**config.mk**
```make
export PLATFORM = sky130hd
export DESIGN_NAME = i2c_byte_ctl
export DESIGN_NICKNAME = d
export VERILOG_FILES = /design/src/rtl/i2c_byte_ctl.sv
export SDC_FILE = /design/constraint.sdc
export NUM_CORES = 1
export LEC_CHECK = 0
export ABC_CLOCK_PERIOD_IN_PS = 4800
export BUFFER_PORTS_ARGS = -buffer_cell sky130_fd_sc_hd__buf_2
export CORE_MARGIN = 10
export CORE_UTILIZATION = 51
export DETAILED_ROUTE_END_ITERATION = 6
export GPL_TIMING_DRIVEN = 1
export MAX_ROUTING_LAYER = met4
export PLACE_DENSITY = 0.74
export SETUP_SLACK_MARGIN = 0.2
export SLEW_MARGIN = 20
export SYNTH_ARGS = -nofsm -noshare
export SYNTH_HDL_FRONTEND = slang
export SYNTH_SLANG_ARGS = --single-unit
```
**constraint.sdc**
```tcl
create_clock -name sysclk -period 4.8 [get_ports sysclk]
set_input_delay 0 -clock sysclk [delete_from_list [all_inputs] [get_ports sysclk]]
set_output_delay 0 -clock sysclk [all_outputs]
set_load 0.03 [all_outputs]
```
**src/rtl/i2c_byte_ctl.sv**
```systemverilog
// i2c_byte_ctl: byte-level I2C master sequencer.
// Turns one byte request (optional START, WRITE or READ with an acknowledge
// phase, optional STOP) into single-bit commands for the I2C bit controller.
// It returns the received byte, the slave ACK and a one-cycle completion pulse.
module i2c_byte_ctl (
  input  logic       sysclk,
  input  logic       nReset,
  input  logic       enable,
  input  logic       go,
  input  logic       start,
  input  logic       stop,
  input  logic       write,
  input  logic       read,
  input  logic       ack_in,
  input  logic [7:0] din,
  output logic       cmd_ack,
  output logic       ack_out,
  output logic [7:0] dout,
  output logic       busy,
  output logic       arblost,
  output logic [2:0] bit_cmd,
  output logic       bit_txd,
  input  logic       bit_ack,
  input  logic       bit_rxd,
  input  logic       bit_arblost
);

  localparam logic [2:0] CMD_IDLE   = 3'd0;
  localparam logic [2:0] CMD_START  = 3'd1;
  localparam logic [2:0] CMD_STOP   = 3'd2;
  localparam logic [2:0] CMD_WRITE  = 3'd3;
  localparam logic [2:0] CMD_READ   = 3'd4;
  localparam logic [2:0] CMD_WR_ACK = 3'd5;
  localparam logic [2:0] CMD_RD_ACK = 3'd6;

  typedef enum logic [2:0] {
    ST_IDLE, ST_START, ST_WRITE, ST_READ, ST_ACK, ST_STOP
  } state_t;

  state_t     state_q, state_d;
  logic [2:0] cnt_q, cnt_d;
  logic [7:0] sr_q, sr_d;
  logic       stop_q, stop_d;
  logic       write_q, write_d;
  logic       read_q, read_d;
  logic       ack_in_q, ack_in_d;
  logic [2:0] bit_cmd_q, bit_cmd_d;
  logic       bit_txd_q, bit_txd_d;
  logic       cmd_ack_q, cmd_ack_d;
  logic       ack_out_q, ack_out_d;
  logic       busy_q, busy_d;
  logic       arblost_q, arblost_d;
  logic       req_any;

  // A go strobe with no flag set carries no work and is dropped.
  assign req_any = start | stop | read | write;

  // State and output registers; asynchronous reset puts every output at its idle value.
  always_ff @(posedge sysclk or negedge nReset) begin
    if (!nReset) begin
      state_q   <= ST_IDLE;
      cnt_q     <= 3'd0;
      sr_q      <= 8'h00;
      stop_q    <= 1'b0;
      write_q   <= 1'b0;
      read_q    <= 1'b0;
      ack_in_q  <= 1'b0;
      bit_cmd_q <= CMD_IDLE;
      bit_txd_q <= 1'b1;
      cmd_ack_q <= 1'b0;
      ack_out_q <= 1'b1;
      busy_q    <= 1'b0;
      arblost_q <= 1'b0;
    end else begin
      state_q   <= state_d;
      cnt_q     <= cnt_d;
      sr_q      <= sr_d;
      stop_q    <= stop_d;
      write_q   <= write_d;
      read_q    <= read_d;
      ack_in_q  <= ack_in_d;
      bit_cmd_q <= bit_cmd_d;
      bit_txd_q <= bit_txd_d;
      cmd_ack_q <= cmd_ack_d;
      ack_out_q <= ack_out_d;
      busy_q    <= busy_d;
      arblost_q <= arblost_d;
    end
  end

  // Next-state logic: the next bit command is chosen in the same edge that
  // consumes bit_ack, so the bit controller never samples a stale command.
  // busy stays high through the cmd_ack cycle so a back-to-back go keeps it up.
  always_comb begin
    state_d   = state_q;
    cnt_d     = cnt_q;
    sr_d      = sr_q;
    stop_d    = stop_q;
    write_d   = write_q;
    read_d    = read_q;
    ack_in_d  = ack_in_q;
    bit_cmd_d = bit_cmd_q;
    bit_txd_d = bit_txd_q;
    cmd_ack_d = 1'b0;
    ack_out_d = ack_out_q;
    busy_d    = busy_q;
    arblost_d = arblost_q;

    if (!enable) begin
      state_d   = ST_IDLE;
      cnt_d     = 3'd0;
      sr_d      = 8'h00;
      stop_d    = 1'b0;
      write_d   = 1'b0;
      read_d    = 1'b0;
      ack_in_d  = 1'b0;
      bit_cmd_d = CMD_IDLE;
      bit_txd_d = 1'b1;
      ack_out_d = 1'b1;
      busy_d    = 1'b0;
      arblost_d = 1'b0;
    end else if (state_q == ST_IDLE) begin
      busy_d = 1'b0;
      if (go && req_any) begin
        stop_d    = stop;
        write_d   = write;
        read_d    = read;
        ack_in_d  = ack_in;
        sr_d      = din;
        cnt_d     = 3'd0;
        arblost_d = 1'b0;
        busy_d    = 1'b1;
        if (start) begin
          state_d   = ST_START;
          bit_cmd_d = CMD_START;
          bit_txd_d = 1'b1;
        end else if (write) begin
          state_d   = ST_WRITE;
          bit_cmd_d = CMD_WRITE;
          bit_txd_d = din[7];
        end else if (read) begin
          state_d   = ST_READ;
          bit_cmd_d = CMD_READ;
          bit_txd_d = 1'b1;
        end else begin
          state_d   = ST_STOP;
          bit_cmd_d = CMD_STOP;
          bit_txd_d = 1'b1;
        end
      end
    end else if (bit_arblost) begin
      // Lost the bus: abandon the transaction without a STOP.
      state_d   = ST_IDLE;
      cnt_d     = 3'd0;
      bit_cmd_d = CMD_IDLE;
      bit_txd_d = 1'b1;
      arblost_d = 1'b1;
      cmd_ack_d = 1'b1;
    end else if (bit_ack) begin
      case (state_q)
        ST_START: begin
          if (write_q) begin
            state_d   = ST_WRITE;
            bit_cmd_d = CMD_WRITE;
            bit_txd_d = sr_q[7];
          end else if (read_q) begin
            state_d   = ST_READ;
            bit_cmd_d = CMD_READ;
            bit_txd_d = 1'b1;
          end else if (stop_q) begin
            state_d   = ST_STOP;
            bit_cmd_d = CMD_STOP;
            bit_txd_d = 1'b1;
          end else begin
            state_d   = ST_IDLE;
            bit_cmd_d = CMD_IDLE;
            bit_txd_d = 1'b1;
            cmd_ack_d = 1'b1;
          end
        end
        ST_WRITE: begin
          sr_d  = {sr_q[6:0], 1'b0};
          cnt_d = cnt_q + 3'd1;
          if (cnt_q == 3'd7) begin
            state_d   = ST_ACK;
            bit_cmd_d = CMD_RD_ACK;
            bit_txd_d = 1'b1;
          end else begin
            bit_txd_d = sr_q[6];
          end
        end
        ST_READ: begin
          sr_d  = {sr_q[6:0], bit_rxd};
          cnt_d = cnt_q + 3'd1;
          if (cnt_q == 3'd7) begin
            state_d   = ST_ACK;
            bit_cmd_d = CMD_WR_ACK;
            bit_txd_d = ack_in_q;
          end
        end
        ST_ACK: begin
          if (write_q) begin
            ack_out_d = bit_rxd;
          end
          if (stop_q) begin
            state_d   = ST_STOP;
            bit_cmd_d = CMD_STOP;
            bit_txd_d = 1'b1;
          end else begin
            state_d   = ST_IDLE;
            bit_cmd_d = CMD_IDLE;
            bit_txd_d = 1'b1;
            cmd_ack_d = 1'b1;
          end
        end
        ST_STOP: begin
          state_d   = ST_IDLE;
          bit_cmd_d = CMD_IDLE;
          bit_txd_d = 1'b1;
          cmd_ack_d = 1'b1;
        end
        default: begin
          state_d   = ST_IDLE;
          bit_cmd_d = CMD_IDLE;
          bit_txd_d = 1'b1;
        end
      endcase
    end
  end

  assign cmd_ack = cmd_ack_q;
  assign ack_out = ack_out_q;
  assign dout    = sr_q;
  assign busy    = busy_q;
  assign arblost = arblost_q;
  assign bit_cmd = bit_cmd_q;
  assign bit_txd = bit_txd_q;

endmodule

```
=== After elaboration in Yosys (flattened, before gate mapping) ===
Index checks and enable logic that the tools add are counted.

* Bits in registers: 26
* Bits of input ports: 20

* Add/subtract/negate cells: 1
* Eq/ne operators: 23
* Muxes and demuxes: 83
* Bitwise operators: 3
* Reduce and logical (&&, ||, !) cells: 11

{| class="wikitable"
|+ Operators with widths
! kind !! count
|-
| $mux 3 || 30
|-
| $mux 1 || 42
|-
| $mux 8 || 5
|-
| $pmux 8 s2 || 1
|-
| $pmux 3 s4 || 1
|-
| $ne 2x1->1 const B || 5
|-
| $ne 5x5->1 const B || 2
|-
| $eq 3x3->1 const B || 3
|-
| $pmux 3 s3 || 1
|-
| $reduce_and 3->1 || 3
|-
| $ne 4x1->1 const B || 2
|-
| $reduce_and 4->1 || 2
|-
| $eq 3x2->1 const B || 2
|-
| $ne 3x1->1 const B || 2
|-
| $ne 3x2->1 const B || 2
|-
| $pmux 1 s3 || 2
|-
| $ne 5x2->1 const B || 1
|-
| $reduce_and 5->1 || 1
|-
| $ne 2x2->1 const B || 2
|-
| $ne 4x2->1 const B || 1
|-
| $reduce_and 2->1 || 2
|-
| $add 3x1->3 const B || 1
|-
| $eq 3x1->1 const B || 1
|-
| $logic_not 3->1 || 1
|-
| other kinds (4) || 6
|}

=== Logic depth before layout (Yosys ltp) ===
* Depth after elaboration: 8
* Gate-level depth with buffers: 7
* Mapped depth without buffers: 6

=== Worst setup path after synthesis ===
OpenSTA, ideal clock, no wires.

* Kind: register -> register
* From: register state_q[1]
* To: register sr_q[0] (netlist: dout[0])
* Data arrival time: 1.885 ns
* Slack: 2.790 ns
* Stages on the path, launching flop included: 8
* Cells stage by stage: dfrtp_1 buf_6 or3_1 buf_6 or2_2 buf_2 nand3_2 mux2_2

* Longest elaborated chain between the ends: 6
* Elaborated cells between the ends (all ways): 13

{| class="wikitable"
|+ Ends and longest elaborated chain
! what !! line !! source
|-
| start, declared || 40 || <nowiki>state_t state_q, state_d;</nowiki>
|-
| start signal, assigned || 75 || <nowiki>state_q <= state_d;</nowiki>
|-
| $eq 3x2->1 || 160 || <nowiki>case (state_q)</nowiki>
|-
| $pmux 8 s2 || 160 ||
|-
| $mux 8 || 159 || <nowiki>end else if (bit_ack) begin</nowiki>
|-
| $mux 8 || 151 || <nowiki>end else if (bit_arblost) begin</nowiki>
|-
| $mux 8 || 122 || <nowiki>end else if (state_q == ST_IDLE) begin</nowiki>
|-
| $mux 8 || 109 || <nowiki>if (!enable) begin</nowiki>
|-
| end signal, assigned || 77 || <nowiki>sr_q <= sr_d;</nowiki>
|-
| end, declared || 42 || <nowiki>logic [7:0] sr_q, sr_d;</nowiki>
|}

Parallel ways exist; a longest one is shown, timed or not. The select of a mux whose other input is x is not followed.
A chain may end at the register's enable or synchronous reset.

=== Worst setup path after layout ===
* From: register state_q[1]
* To: register sr_q[6] (netlist: dout[6])

* Longest elaborated chain between the ends: 3
* Elaborated cells between the ends (all ways): 10

{| class="wikitable"
|+ Ends and longest elaborated chain
! what !! line
|-
| $eq 3x2->1 or $logic_not 3->1 (tied branches) || 160, 122
|-
| $ne 4x1->1 (no line), or another cell as far along || n/a
|-
| $reduce_and 4->1 (no line) or $mux 8 (tied branches) || n/a
|}

Parallel ways exist; a longest one is shown, timed or not.

==> impl_metrics.csv <==
group,metric,value,unit
outcome,outcome,"complete, no violations",
hold_path,hold_class,"input port to flop",
grt,grtUsageTotal,16.13,%
clock_tree,cts_root_buffer,"clkbuf_4",
clock_tree,insertion_delay,0.32,ns
logic_synthesis,syn_area_per_cell,9.124,um2
grt,met2_usage,24.83,%
layout,multi_input_area,845.8,um2
setup_path,startpoint_type,"flop",
logic_synthesis,synthesis.nets,193,
logic_synthesis,yosys.area_share.adder,1.604,%
layout,syn_to_final_growth,17.80,%
detailed_routing,drc,0,
logic_synthesis,synth_seq_area_share,41.86,%
logic_synthesis,async_reset_ff_share,100.0,%
grt,antenna_found_initial,0,
pwr,p_clk_share,13.9,%
sta,finClkSkew,0.01051,ns
logic_synthesis,synthTopCellsByArea,"dfrtp_1 38%, nand2_1 7.0%, mux2_2 6.5%",
logic_synthesis,ys_ff_latch,26,
clock_tree,cts_tree,"done",
sta,hold_viol_final,0,
sta,setup_tns,0,ns
sta,finalMaxSlewViolations,0,
logic_synthesis,synth_compound_area_share,18.85,%
sta,fin_crit_sh,50.91,%
pwr,peakVddDrop,0.2491,mV
layout,seqCellArea,653.1,um2
layout,nFillCells,231,
detailed_routing,drt_iter0_markers,145,
grt,grt_pass1_vias,1433,
floorplan,dieArea,5672,um2
grt,grt-ovfl-total,0,
logic_synthesis,synthXorXnorAreaFrac,0,%
floorplan,die_h,75.31,um
setup_path,cp-end-kind,"flop",
logic_synthesis,ys.flop_type,"dfrtp_1",
pwr,p_int,0.0004525,W
detailed_routing,wl,4249,um
logic_synthesis,ys_warn_count,0,
placed_design,io_buffers,35,
placed_design,place.gp.congestion,0.9535,
logic_synthesis,yosys.area_share.simple,25.02,%
sta,slew_headroom,34.28,%
logic_synthesis,synth_top_area_cell,"dfrtp_1",
grt,use_met3,2.474,%
sta,max_freq,0.4093,GHz
sta,rsz0062_at_grt,"no",
floorplan,coreArea,2978,um2
floorplan,num_rows,20,
clock_tree,clkTransAtPathRegs,0.15,ns
logic_synthesis,synth.cell_area,1560,um2
pwr,p_leak,0.8663,nW
clock_tree,cts_buffer_depth,2,
grt,grt_pass1_wl,6962,um
pwr,p_sw_share,44.16,%
logic_synthesis,syn_inst,171,
flow_run,cap_violations,0,
sta,timing.hold.ws,0.05184,ns
layout,drive_gt1_share,26.57,%
detailed_routing,wl_per_cell,17.63,um
setup_path,cp.arrival,2.66,ns
pwr,seqPwrFrac,40.4,%
sta,worst_slew_pin_slew,0.9782,ns
sta,setup_viol,0,
pwr,power_density,440.9,nW/um2
logic_synthesis,yosysUniqueCellTypes,44,
placed_design,dpl.hpwl,3044,um
floorplan,fp.dieW,75.31,um
clock_tree,h-tree-depth,1,
logic_synthesis,synthMuxAreaShare,8.741,%
floorplan,start_util,52.39,%
clock_tree,clkSinkCount,26,
detailed_routing,ant_nets,0,
floorplan,io-pin-count,36,
clock_tree,post-cts-setup-buffers,0,
detailed_routing,routed-via-count,1434,
setup_path,path_class,"flop to flop",
setup_path,cp_max_fo,18,
logic_synthesis,synth_top_family_by_area,"simple AND/OR/NAND/NOR gates",
detailed_routing,routed_via_density,5.950,
grt,top_usage_layer,"met2",
clock_tree,cts.repair.resized,0,
pwr,combPwrFrac,45.6,%
detailed_routing,drt-pass1-iter-count,4,
logic_synthesis,synth_edf_count,0,
grt,grtUsageMet1,20.42,%
layout,num-nets-final,230,
pwr,switching_power,0.0003579,W
logic_synthesis,netlist.area_leader.share,38.49,%
sta,period_needed,2.443,ns
grt,grt_max_degree,27,
clock_tree,cts_buffers,3,
setup_path,worstPathRequired,5.02,ns
synth_stat cells (2+ instances only):
| cell | count |
|---|---|
| a21boi_0 | 2 |
| a21oi_1 | 17 |
| a22o_1 | 2 |
| a311oi_1 | 3 |
| buf_6 | 2 |
| clkbuf_1 | 8 |
| dfrtp_1 | 24 |
| dfstp_2 | 2 |
| ha_1 | 2 |
| mux2_2 | 9 |
| mux2i_1 | 2 |
| nand2_1 | 29 |
| nand2b_1 | 4 |
| nor2_1 | 14 |
| nor2b_1 | 6 |
| nor3_1 | 3 |
| nor3b_1 | 3 |
| nor4b_1 | 3 |
| o21ai_0 | 7 |
| o311ai_0 | 2 |
| or3_1 | 2 |
| or4_1 | 3 |
final timing paths:
| path | start | to | slack, ns | cells past startpoint |
|---|---|---|---|---|
| max in group asynchronous | nReset | state_q[2] | 4.21 | 2 |
| worst min-delay path | bit_ack | state_q[2] | 0.05 | 3 |
| worst max-delay path | state_q[1] | dout[6] | 2.36 | 4 |
| worst min register to register | cnt_q[2] | cnt_q[2] | 0.52 | 1 |
| min in group asynchronous | nReset | state_q[1] | 0.19 | 2 |
| worst max register to register | state_q[1] | dout[6] | 2.36 | 4 |
placed cells by master, fill, tap and decap left out, types with 2 or more instances in the layout:
cell,netlist,routed
dlygate4sd3_1,0,8
a21oi_1,17,17
nand2b_1,4,4
dfrtp_1,24,24
buf_2,1,35
nor2_1,14,14
o21ai_0,7,7
mux2_2,9,9
a311oi_1,3,3
o311ai_0,2,2
clkbuf_4,0,3
a21boi_0,2,2
nor3b_1,3,3
nand2_1,29,29
nor3_1,3,3
nor4b_1,3,3
mux2i_1,2,2
or3_1,2,2
dfstp_2,2,2
or4_1,3,3
nor2b_1,6,6
ha_1,2,2
a22o_1,2,2
cell type report:
class	count	area share (%)
Clock buffer	4	1.974
Multi-Input combinational cell	133	46.02
Timing Repair Buffer	43	13.89
Tap cell	33	2.246
Antenna cell	1	0.1361
Inverter	1	0.2042
Sequential cell	26	35.53
cells by family (layout without fill, tap and decap cells):
kind of cell	Yosys count	after routing
DFF	26	26
and+or+nand+nor	76	76
AOI/OAI and AO/OA	43	43
adders and majority gates	2	2
buffers and inverters	12	48
muxes	12	12
other	0	1
power groups by stage:
stage / Combinational, W / Clock (W) / Sequential (W)
2_1_floorplan: 0.000231 / 0 / 0.000374
3_3_place_gp: 0.000361 / 0 / 0.000328
3_5_place_dp: 0.000365 / 0 / 0.000331
4_1_cts: 0.000371 / 0.000118 / 0.000327
5_1_grt: 0.000407 / 0.000124 / 0.000337
6_report: 0.000370 / 0.000113 / 0.000328
metal layers:
metal | share of wire (%) | vias up
li1 | - | 694
met3 | 6.1 | 8
met4 | 1.7 | 0
met2 | 48 | 56
met1 | 44 | 676
met5 | 0 | -
registers in the layout (all words and copies together) (netlist names):
register and cells:
ack_in_q 1, ack_out 1, arblost 1, bit_cmd 3, bit_txd 1, busy 1
cmd_ack 1, cnt_q 3, dout 8, read_q 1, state_q 3, stop_q 1
write_q 1
per-stage QoR:
stage	std cells	setup slack (ns)	power, W	cell area, um2	utilization, %
finish	241	2.357	0.0008104	1838	61.72
global route	240	2.224	0.0008688	1836	61.64
global placement	228	2.468	0.0006890	1719	57.73
floorplan	171	2.790	0.0006050	1560	-
detailed placement	228	2.400	0.0006967	1719	57.73
CTS	240	2.361	0.0008161	1836	61.64
critical path, stage by stage, from the launching register on:
cell,delay (ns)
dfrtp_1,0.58
or3_1,0.70
or2_2,0.47
nand3_2,0.21
mux2_2,0.37
what timing repair did:
action	4_1_cts	5_1_grt
setup endpoints to repair	0	0
hold buffers	8	0
hold endpoints to repair	34	0
No activity file was read; power rests on OpenSTA's default activity.
